--- src/rtl/rv32m_pkg.sv ---
// Shared definitions for the RV32M divide unit and the instruction decoder.
// Contents:
//   op_e      - 2-bit divide opcode (DIV, DIVU, REM, REMU)
//   state_e   - divider FSM state encoding (IDLE, CALC, DONE)
//   helpers   - opcode classification and conditional two's-complement negate
package rv32m_pkg;

    typedef enum logic [1:0] {
        OP_DIV  = 2'b00,
        OP_DIVU = 2'b01,
        OP_REM  = 2'b10,
        OP_REMU = 2'b11
    } op_e;

    typedef enum logic [1:0] {
        ST_IDLE = 2'b00,
        ST_CALC = 2'b01,
        ST_DONE = 2'b10
    } state_e;

    localparam int unsigned XLEN  = 32;
    localparam logic [5:0]  LAST_STEP = 6'd31;

    function automatic logic op_is_signed(input logic [1:0] o);
        return (o == OP_DIV) || (o == OP_REM);
    endfunction

    function automatic logic op_is_rem(input logic [1:0] o);
        return (o == OP_REM) || (o == OP_REMU);
    endfunction

    function automatic logic [XLEN-1:0] neg_if(input logic neg, input logic [XLEN-1:0] v);
        return neg ? (~v + 1'b1) : v;
    endfunction

endpackage

--- src/rtl/rv32m_div.sv ---
// Iterative RV32M divider: one restoring shift-subtract step per cycle.
// Ports:
//   clk, rst_n  - clock, asynchronous active-low reset
//   start       - request a division (sampled only in IDLE)
//   op          - DIV / DIVU / REM / REMU
//   a, b        - dividend (rs1), divisor (rs2)
//   flush       - abort any operation in flight; wins over start
//   busy        - high while an accepted operation is being calculated
//   valid       - one-cycle pulse (DONE state) marking result valid
//   result      - quotient or remainder; held until the next completion
//   state       - FSM state, exported for observation
// Handshake: start is taken only in IDLE with flush low. valid is high for
// exactly one cycle (DONE) and result is updated on the edge entering DONE.
// Starts seen in CALC or DONE are dropped; the requester must hold start
// until it observes busy or valid.
module rv32m_div
    import rv32m_pkg::*;
(
    input  logic        clk,
    input  logic        rst_n,
    input  logic        start,
    input  logic [1:0]  op,
    input  logic [31:0] a,
    input  logic [31:0] b,
    input  logic        flush,
    output logic        busy,
    output logic        valid,
    output logic [31:0] result,
    output state_e      state
);

    state_e      state_q, state_d;
    logic [5:0]  count;
    logic        is_rem_q, neg_quo_q, neg_rem_q;
    logic [31:0] divisor_q;
    logic [63:0] rq_q;          // {partial remainder, dividend/quotient}
    logic [31:0] result_q;

    // Operand decode at capture time
    logic        in_signed, in_rem, div_zero, ovf, special;
    logic [31:0] a_mag, b_mag, special_res;

    assign in_signed   = op_is_signed(op);
    assign in_rem      = op_is_rem(op);
    assign a_mag       = neg_if(in_signed & a[31], a);
    assign b_mag       = neg_if(in_signed & b[31], b);
    assign div_zero    = (b == 32'd0);
    assign ovf         = in_signed && (a == 32'h8000_0000) && (b == 32'hFFFF_FFFF);
    assign special     = div_zero || ovf;
    assign special_res = div_zero ? (in_rem ? a : 32'hFFFF_FFFF)
                                  : (in_rem ? 32'd0 : 32'h8000_0000);

    // One restoring step. The 33-bit difference's MSB is the borrow: set
    // means the shifted remainder was smaller than the divisor.
    logic [32:0] rem_sh, diff;
    logic        q_bit;
    logic [63:0] rq_next;
    logic [31:0] calc_res;

    assign rem_sh   = {rq_q[63:32], rq_q[31]};
    assign diff     = rem_sh - {1'b0, divisor_q};
    assign q_bit    = ~diff[32];
    assign rq_next  = {(q_bit ? diff[31:0] : rem_sh[31:0]), rq_q[30:0], q_bit};
    assign calc_res = is_rem_q ? neg_if(neg_rem_q, rq_next[63:32])
                               : neg_if(neg_quo_q, rq_next[31:0]);

    logic accept, step, last_step;

    assign accept    = (state_q == ST_IDLE) && start && !flush;
    assign step      = (state_q == ST_CALC) && !flush;
    assign last_step = (count == LAST_STEP);

    // FSM: state register
    always_ff @(posedge clk or negedge rst_n) begin
        if (!rst_n) state_q <= ST_IDLE;
        else        state_q <= state_d;
    end

    // FSM: next state and status outputs
    always_comb begin
        state_d = state_q;
        busy    = 1'b0;
        valid   = 1'b0;
        case (state_q)
            ST_IDLE: if (accept) state_d = special ? ST_DONE : ST_CALC;
            ST_CALC: begin
                busy = 1'b1;
                if (last_step) state_d = ST_DONE;
            end
            ST_DONE: begin
                valid   = 1'b1;
                state_d = ST_IDLE;
            end
            default: state_d = ST_IDLE;
        endcase
        if (flush) state_d = ST_IDLE;
    end

    // Datapath registers
    always_ff @(posedge clk or negedge rst_n) begin
        if (!rst_n) begin
            count     <= 6'd0;
            is_rem_q  <= 1'b0;
            neg_quo_q <= 1'b0;
            neg_rem_q <= 1'b0;
            divisor_q <= 32'd0;
            rq_q      <= 64'd0;
            result_q  <= 32'd0;
        end else if (accept) begin
            count     <= 6'd0;
            is_rem_q  <= in_rem;
            neg_quo_q <= in_signed & (a[31] ^ b[31]);
            neg_rem_q <= in_signed & a[31];
            divisor_q <= b_mag;
            rq_q      <= {32'd0, a_mag};
            if (special) result_q <= special_res;
        end else if (step) begin
            rq_q  <= rq_next;
            count <= count + 6'd1;
            if (last_step) result_q <= calc_res;
        end
    end

    assign result = result_q;
    assign state  = state_q;

endmodule
--- config.mk ---
export PLATFORM = sky130hd
export DESIGN_NAME = rv32m_div
export DESIGN_NICKNAME = d
export VERILOG_FILES = /design/src/rtl/rv32m_pkg.sv /design/src/rtl/rv32m_div.sv
export SDC_FILE = /design/constraint.sdc
export NUM_CORES = 1
export LEC_CHECK = 0
export CAP_MARGIN = 30
export CORE_MARGIN = 4
export CORE_UTILIZATION = 29
export CTS_BUF_LIST = sky130_fd_sc_hd__clkbuf_4 sky130_fd_sc_hd__clkbuf_8 sky130_fd_sc_hd__clkbuf_16
export DETAILED_ROUTE_END_ITERATION = 8
export PLACE_DENSITY_LB_ADDON = 0.2
export SLEW_MARGIN = 40
export SYNTH_ARGS = -nofsm -noshare
export SYNTH_HDL_FRONTEND = slang
export SYNTH_SLANG_ARGS = --single-unit
--- constraint.sdc ---
create_clock -name clk -period 6.1 [get_ports clk]
set_clock_uncertainty 0.05 [all_clocks]
set_input_delay 1.22 -clock clk [delete_from_list [all_inputs] [get_ports clk]]
set_output_delay 1.22 -clock clk [all_outputs]
set_load 0.05 [all_outputs]
After elaboration in Yosys (flattened, before gate mapping)
Cells that the tools add are included.

Add/sub/neg operators: 6. Equal/unequal tests: 10. Mux-type cells: 24. Bitwise operators: 9. Reduce and logical (&&, ||, !) cells: 16.

Operators by type and width (number): $mux W32 (13); $add A32 B1 Y32 const B (4); $mux W64 (2); $not A32 Y32 (4); $eq A32 B32 Y1 const B (2); $sub A33 B32 Y33 (1); $logic_not A32 Y1 (1); $mux W6 (2); $mux W2 (4); $add A6 B1 Y6 const B (1); $eq A2 B2 Y1 const B (3); $eq A6 B5 Y1 const B (1); $ne A3 B3 Y1 const B (2); $logic_and A1 B1 Y1 (5); $logic_not A2 Y1 (2); $pmux W2 S2 (1); $reduce_bool A2 Y1 (2); $and A1 B1 Y1 (3); $logic_or A1 B1 Y1 (3); $reduce_and A3 Y1 (1); $eq A2 B1 Y1 const B (1); $mux W1 (2); $ne A2 B2 Y1 const B (1); $reduce_and A2 Y1 (1); other kinds (3) (3).

Bits in registers: 139.

Longest topological paths before layout
Depth after elaboration: 9. Gate-level depth with buffers: 24. Mapped depth without buffers: 20.

Worst setup path before layout
Ideal clock, no wire load.

Kind: register to register. Start: reg rq_q[31]. End: reg result_q[24], in the netlist result[24]. Setup time: 0.065 ns. Arrival time: 4.615 ns. Data required time: 5.985 ns. Setup slack: 1.370 ns. Cell stages (with the launch flop): 21. Clock period less this slack: 4.730 ns. Cells stage by stage: dfrtp_1 inv_1 ha_1 inv_1 fa_1 a211oi_2 o31a_2 a21oi_2 o2111a_2 nor3_1 nor2_4 buf_6 inv_4 clkbuf_1 mux2i_1 ha_1 o221ai_1 or4_1 o31ai_1 mux2_2 nand2_1.

Word-level cells in the longest chain between the ends: 9. Elaborated cells between the ends (all ways): 13. Those cells by class: 3 x add/sub; 7 x mux; 3 x bitwise.

Ends and longest elaborated chain: start: declaration (RTL line rv32m_div.sv:36) `logic [63:0] rq_q;`; start signal: assignment (RTL line rv32m_div.sv:115) `rq_q <= {32'd0, a_mag};`; start signal: assignment (RTL line rv32m_div.sv:118) `rq_q <= rq_next;`; $sub A33 B32 Y33 (RTL line rv32m_div.sv:61) `assign diff = rem_sh - {1'b0, divisor_q};`; $mux W32 / $not A1 Y1 (equally long branches) (RTL line rv32m_div.sv:63, rv32m_div.sv:62); $not A32 Y32 (RTL line rv32m_pkg.sv:33) `return neg ? (~v + 1'b1) : v;`; $add A32 B1 Y32 (RTL line rv32m_pkg.sv:33); $mux W32 (RTL line rv32m_pkg.sv:33); $mux W32 * (RTL line rv32m_div.sv:64) `assign calc_res = is_rem_q ? neg_if(neg_rem_q, rq_next[63:32])`; $mux W32 * (RTL line rv32m_div.sv:120) `if (last_step) result_q <= calc_res;`; $mux W32 * (RTL line rv32m_div.sv:117) `end else if (step) begin`; $mux W32 * (RTL line rv32m_div.sv:109) `end else if (accept) begin`; end signal: assignment (RTL line rv32m_div.sv:116) `if (special) result_q <= special_res;`; end signal: assignment (RTL line rv32m_div.sv:120); end: declaration (RTL line rv32m_div.sv:37) `logic [31:0] result_q;`.

Every way passes the cells marked *; elsewhere a longest branch is shown, timed or not. The select of a mux whose other input is x is not followed. A chain may end at the register's enable or synchronous reset.

Final worst setup path
Same ends and word-level chain as after synthesis.

==> impl_metrics.json <==
{
  "grtUsageTotal_pct": 19.6,
  "rows": 72,
  "r2r_cells": 19,
  "io_buffers": 105,
  "synth_edf_count": 0,
  "min_path_cells": 2,
  "synthFlopType": "dfrtp_1",
  "setup_viol": 0,
  "drv_cap": 0,
  "power_density_nw_per_um2": 500,
  "wire_per_inst_um": 21.3,
  "cp-end-kind": "flip-flop",
  "sw_frac_of_total_pct": 50.6,
  "worstSkewPairLatency_ps": 440,
  "async_flop_share_pct": 100,
  "drive_gt1_share_pct": 7.14,
  "dp_hpwl_mm": 33.0,
  "leakage_nw": 5.50,
  "worst_hold_path_type": "flip-flop to flip-flop",
  "vias_per_cell": 5.57,
  "grt-ovfl-total": 0,
  "vias": 11300,
  "synthCells": 1431,
  "yosysSeqAreaShare_pct": 30.2,
  "synth_fp_nets": 1540,
  "grt_pass1_wl_mm": 67.2,
  "drt-initial-drc-count": 1167,
  "worst_pin_slew_ps": 884,
  "startpoint_type": "flip-flop",
  "yosys_warnings": 0,
  "holdBufCountCts": 0,
  "first_global_vias": 11000,
  "power.clock.fraction_pct": 17.1,
  "place_ws_ps": 649,
  "post_cts_buffers": 0,
  "drtAntennaViolNets": 0,
  "synth.distinct_cells": 93,
  "rrSetupSlack_ps": 1070,
  "core_area_um2": 38900,
  "criticalPathCategory": "flip-flop to flip-flop",
  "antenna_found_initial": 0,
  "antenna_cells": 0,
  "htreeDepth": 4,
  "cts_root_buf": "clkbuf_16",
  "cp_max_fo": 26,
  "cts_tree": "built",
  "ioPinCount": 106,
  "die_y_um": 207,
  "clock.fmax_ghz": 0.199,
  "wl_mm": 43.3,
  "clock_path_buffers": 2,
  "cp.required_ps": 6420,
  "p_int_mw": 3.40,
  "grt_max_degree": 80,
  "initial_utilization_pct": 29.6,
  "min-delay-start": "divisor_q[18]",
  "area_growth_pct": 19.5,
  "cts_made_buffers": 17,
  "finalSetupTns_ps": 0,
  "min_to": "divisor_q[18]",
  "die_x_um": 207,
  "peakVddDrop_v": 0.000252,
  "clkTransAtPathRegs_ps": 60,
  "pwr-share-seq_pct": 20.2,
  "slew_headroom_pct": 40.6,
  "final.period_utilization_pct": 82.5,
  "cp.arrival_ps": 5350,
  "drc_errors": 0,
  "rsz0062_at_grt": "no",
  "outcome": "finished clean",
  "avgSynthCellArea_um2": 8.04,
  "netSwitchingPower_mw": 3.48,
  "dr.pass1.iters": 5,
  "r2r-start": "rq_q[31]",
  "fin_nets": 1608,
  "netlist_area_um2": 11500,
  "final.min_clock_period_ps": 5030,
  "combPwrFrac_pct": 62.7,
  "cts.sinks": 139,
  "gp_congestion": 0.888,
  "r2r-end": "result[24]",
  "setup_ws_ps": 1070,
  "design.die.area_um2": 42900,
  "hold_viol_final": 0,
  "slew_violations": 0,
  "cts-resized-gates": 0,
  "ys_seq_elements": 139
}
==> synthesized netlist by cell type, types with 4 or more instances <==
master	instances	area, um^2
a211oi_1	8	60.1
a21o_1	14	105
a21oi_1	82	410
a221oi_1	5	43.8
a22o_1	8	70.1
a22oi_1	36	270
a31oi_1	15	93.8
and2_1	4	25.0
and3_1	11	68.8
and4_1	5	43.8
buf_2	14	70.1
clkbuf_1	59	221
dfrtp_1	139	3480
ha_1	38	475
inv_1	51	191
mux2_2	6	67.6
mux2i_1	34	340
nand2_1	153	574
nand2b_1	18	113
nand3_1	22	110
nand4_1	22	138
nor2_1	100	375
nor2b_1	10	62.6
nor3_1	41	205
nor3b_1	4	30.0
nor4_1	14	87.6
nor4b_1	6	52.6
o211ai_1	7	52.6
o21a_1	7	52.6
o21ai_0	176	881
o21ai_1	17	85.1
o221ai_1	12	105
o22ai_1	7	43.8
o31ai_1	28	210
o41ai_1	12	105
or2_2	8	50.1
or3_1	18	113
or4_1	14	105
xnor2_1	62	543
xor2_1	67	587
==> registers in the layout (all words and copies together) (netlist names) <==
signal / count
result: 32
divisor_q: 32
count: 6
is_rem_q: 1
rq_q: 64
neg_quo_q: 1
neg_rem_q: 1
state: 2
==> power by group through the flow <==
| stage | sequential, mW | clock [mW] | combinational, mW |
|---|---|---|---|
| 5_1_grt | 1.42 | 1.23 | 4.73 |
| 6_report | 1.39 | 1.17 | 4.31 |
| 2_1_floorplan | 1.29 | 0 | 3.11 |
| 3_3_place_gp | 1.39 | 0 | 4.23 |
| 4_1_cts | 1.38 | 1.19 | 4.27 |
| 3_5_place_dp | 1.40 | 0 | 4.25 |
==> cells by family (layout without fill, tap and decap cells) <==
group	after synthesis	after routing	synth area share [%]
AO/OA/AOI/OAI	485	485	27.3
adder cells (fa/ha/maj)	39	39	4.31
buffers and inverters	135	216	4.82
XOR/XNOR	129	129	9.82
flip-flops	139	139	30.2
AND/OR/NAND/NOR	464	464	20.0
multiplexers	40	40	3.54
==> area by class of cell <==
cell class	instances	area, um^2
clock buffers	19	440
well taps	518	648
flip-flops and latches	139	3480
inverters	54	205
repair buffers	130	1260
fillers	4107	25200
clock inverters	13	199
multi-input cells	1157	7520
==> worst max-delay path by stage <==
stage	startpoint	end	depth (start not counted)
6_report	rq_q[31]	result[24]	19
5_1_grt	rq_q[31]	result[24]	19
4_1_cts	b[4]	result[30]	13
3_5_place_dp	b[4]	result[30]	13
3_3_place_gp	b[4]	result[30]	11
2_1_floorplan	rq_q[31]	result[24]	20
==> critical path, cell delays in order (launching register included) <==
cell      delay [ps]
dfrtp_1          400
inv_1             80
ha_1             160
inv_1             70
fa_1             420
a211oi_2         270
o31a_2           260
a21oi_2           80
o2111a_2         280
o21a_1           210
nor2_4           160
inv_4             50
buf_4            240
a21oi_1          300
ha_1             270
o221ai_1         290
or4_1            670
o31ai_1          300
mux2_2           370
nand2_1           50
==> cell usage in the layout (no fill, tap or decap), types with 18 or more instances in the layout <==
cell type | netlist | final
a21oi_1 | 82 | 82
a22oi_1 | 36 | 36
buf_4 | 1 | 22
clkdlybuf4s50_1 | 0 | 104
dfrtp_1 | 139 | 138
ha_1 | 38 | 38
inv_1 | 51 | 51
mux2i_1 | 34 | 34
nand2_1 | 153 | 152
nand2b_1 | 18 | 18
nand3_1 | 22 | 22
nand4_1 | 22 | 22
nor2_1 | 100 | 98
nor3_1 | 41 | 41
o21ai_0 | 176 | 175
o21ai_1 | 17 | 18
o31ai_1 | 28 | 28
or3_1 | 18 | 18
xnor2_1 | 62 | 62
xor2_1 | 67 | 67
==> metrics by stage <==
step / std cells / total power [mW] / hold slack (ps) / utilization (%) / area, um^2
finish: 2030 / 6.87 / 429 / 35.3 / 13800
CTS: 2030 / 6.84 / 434 / 35.3 / 13700
global placement: 1996 / 5.62 / 416 / 33.6 / 13100
detailed placement: 1998 / 5.65 / 420 / 33.7 / 13100
floorplan: 1431 / 4.40 / 400 / - / 11500
global route: 2030 / 7.38 / 448 / 35.3 / 13800
==> per-layer routing <==
metal	GRT usage [%]	up-vias	share of wire [%]
met4	5.75	0	2.2
met3	3.12	48	4.8
met2	29.8	326	44
li1	-	5414	-
met5	0	-	0
met1	28.7	5529	49
(Power assumes the default switching activity.)
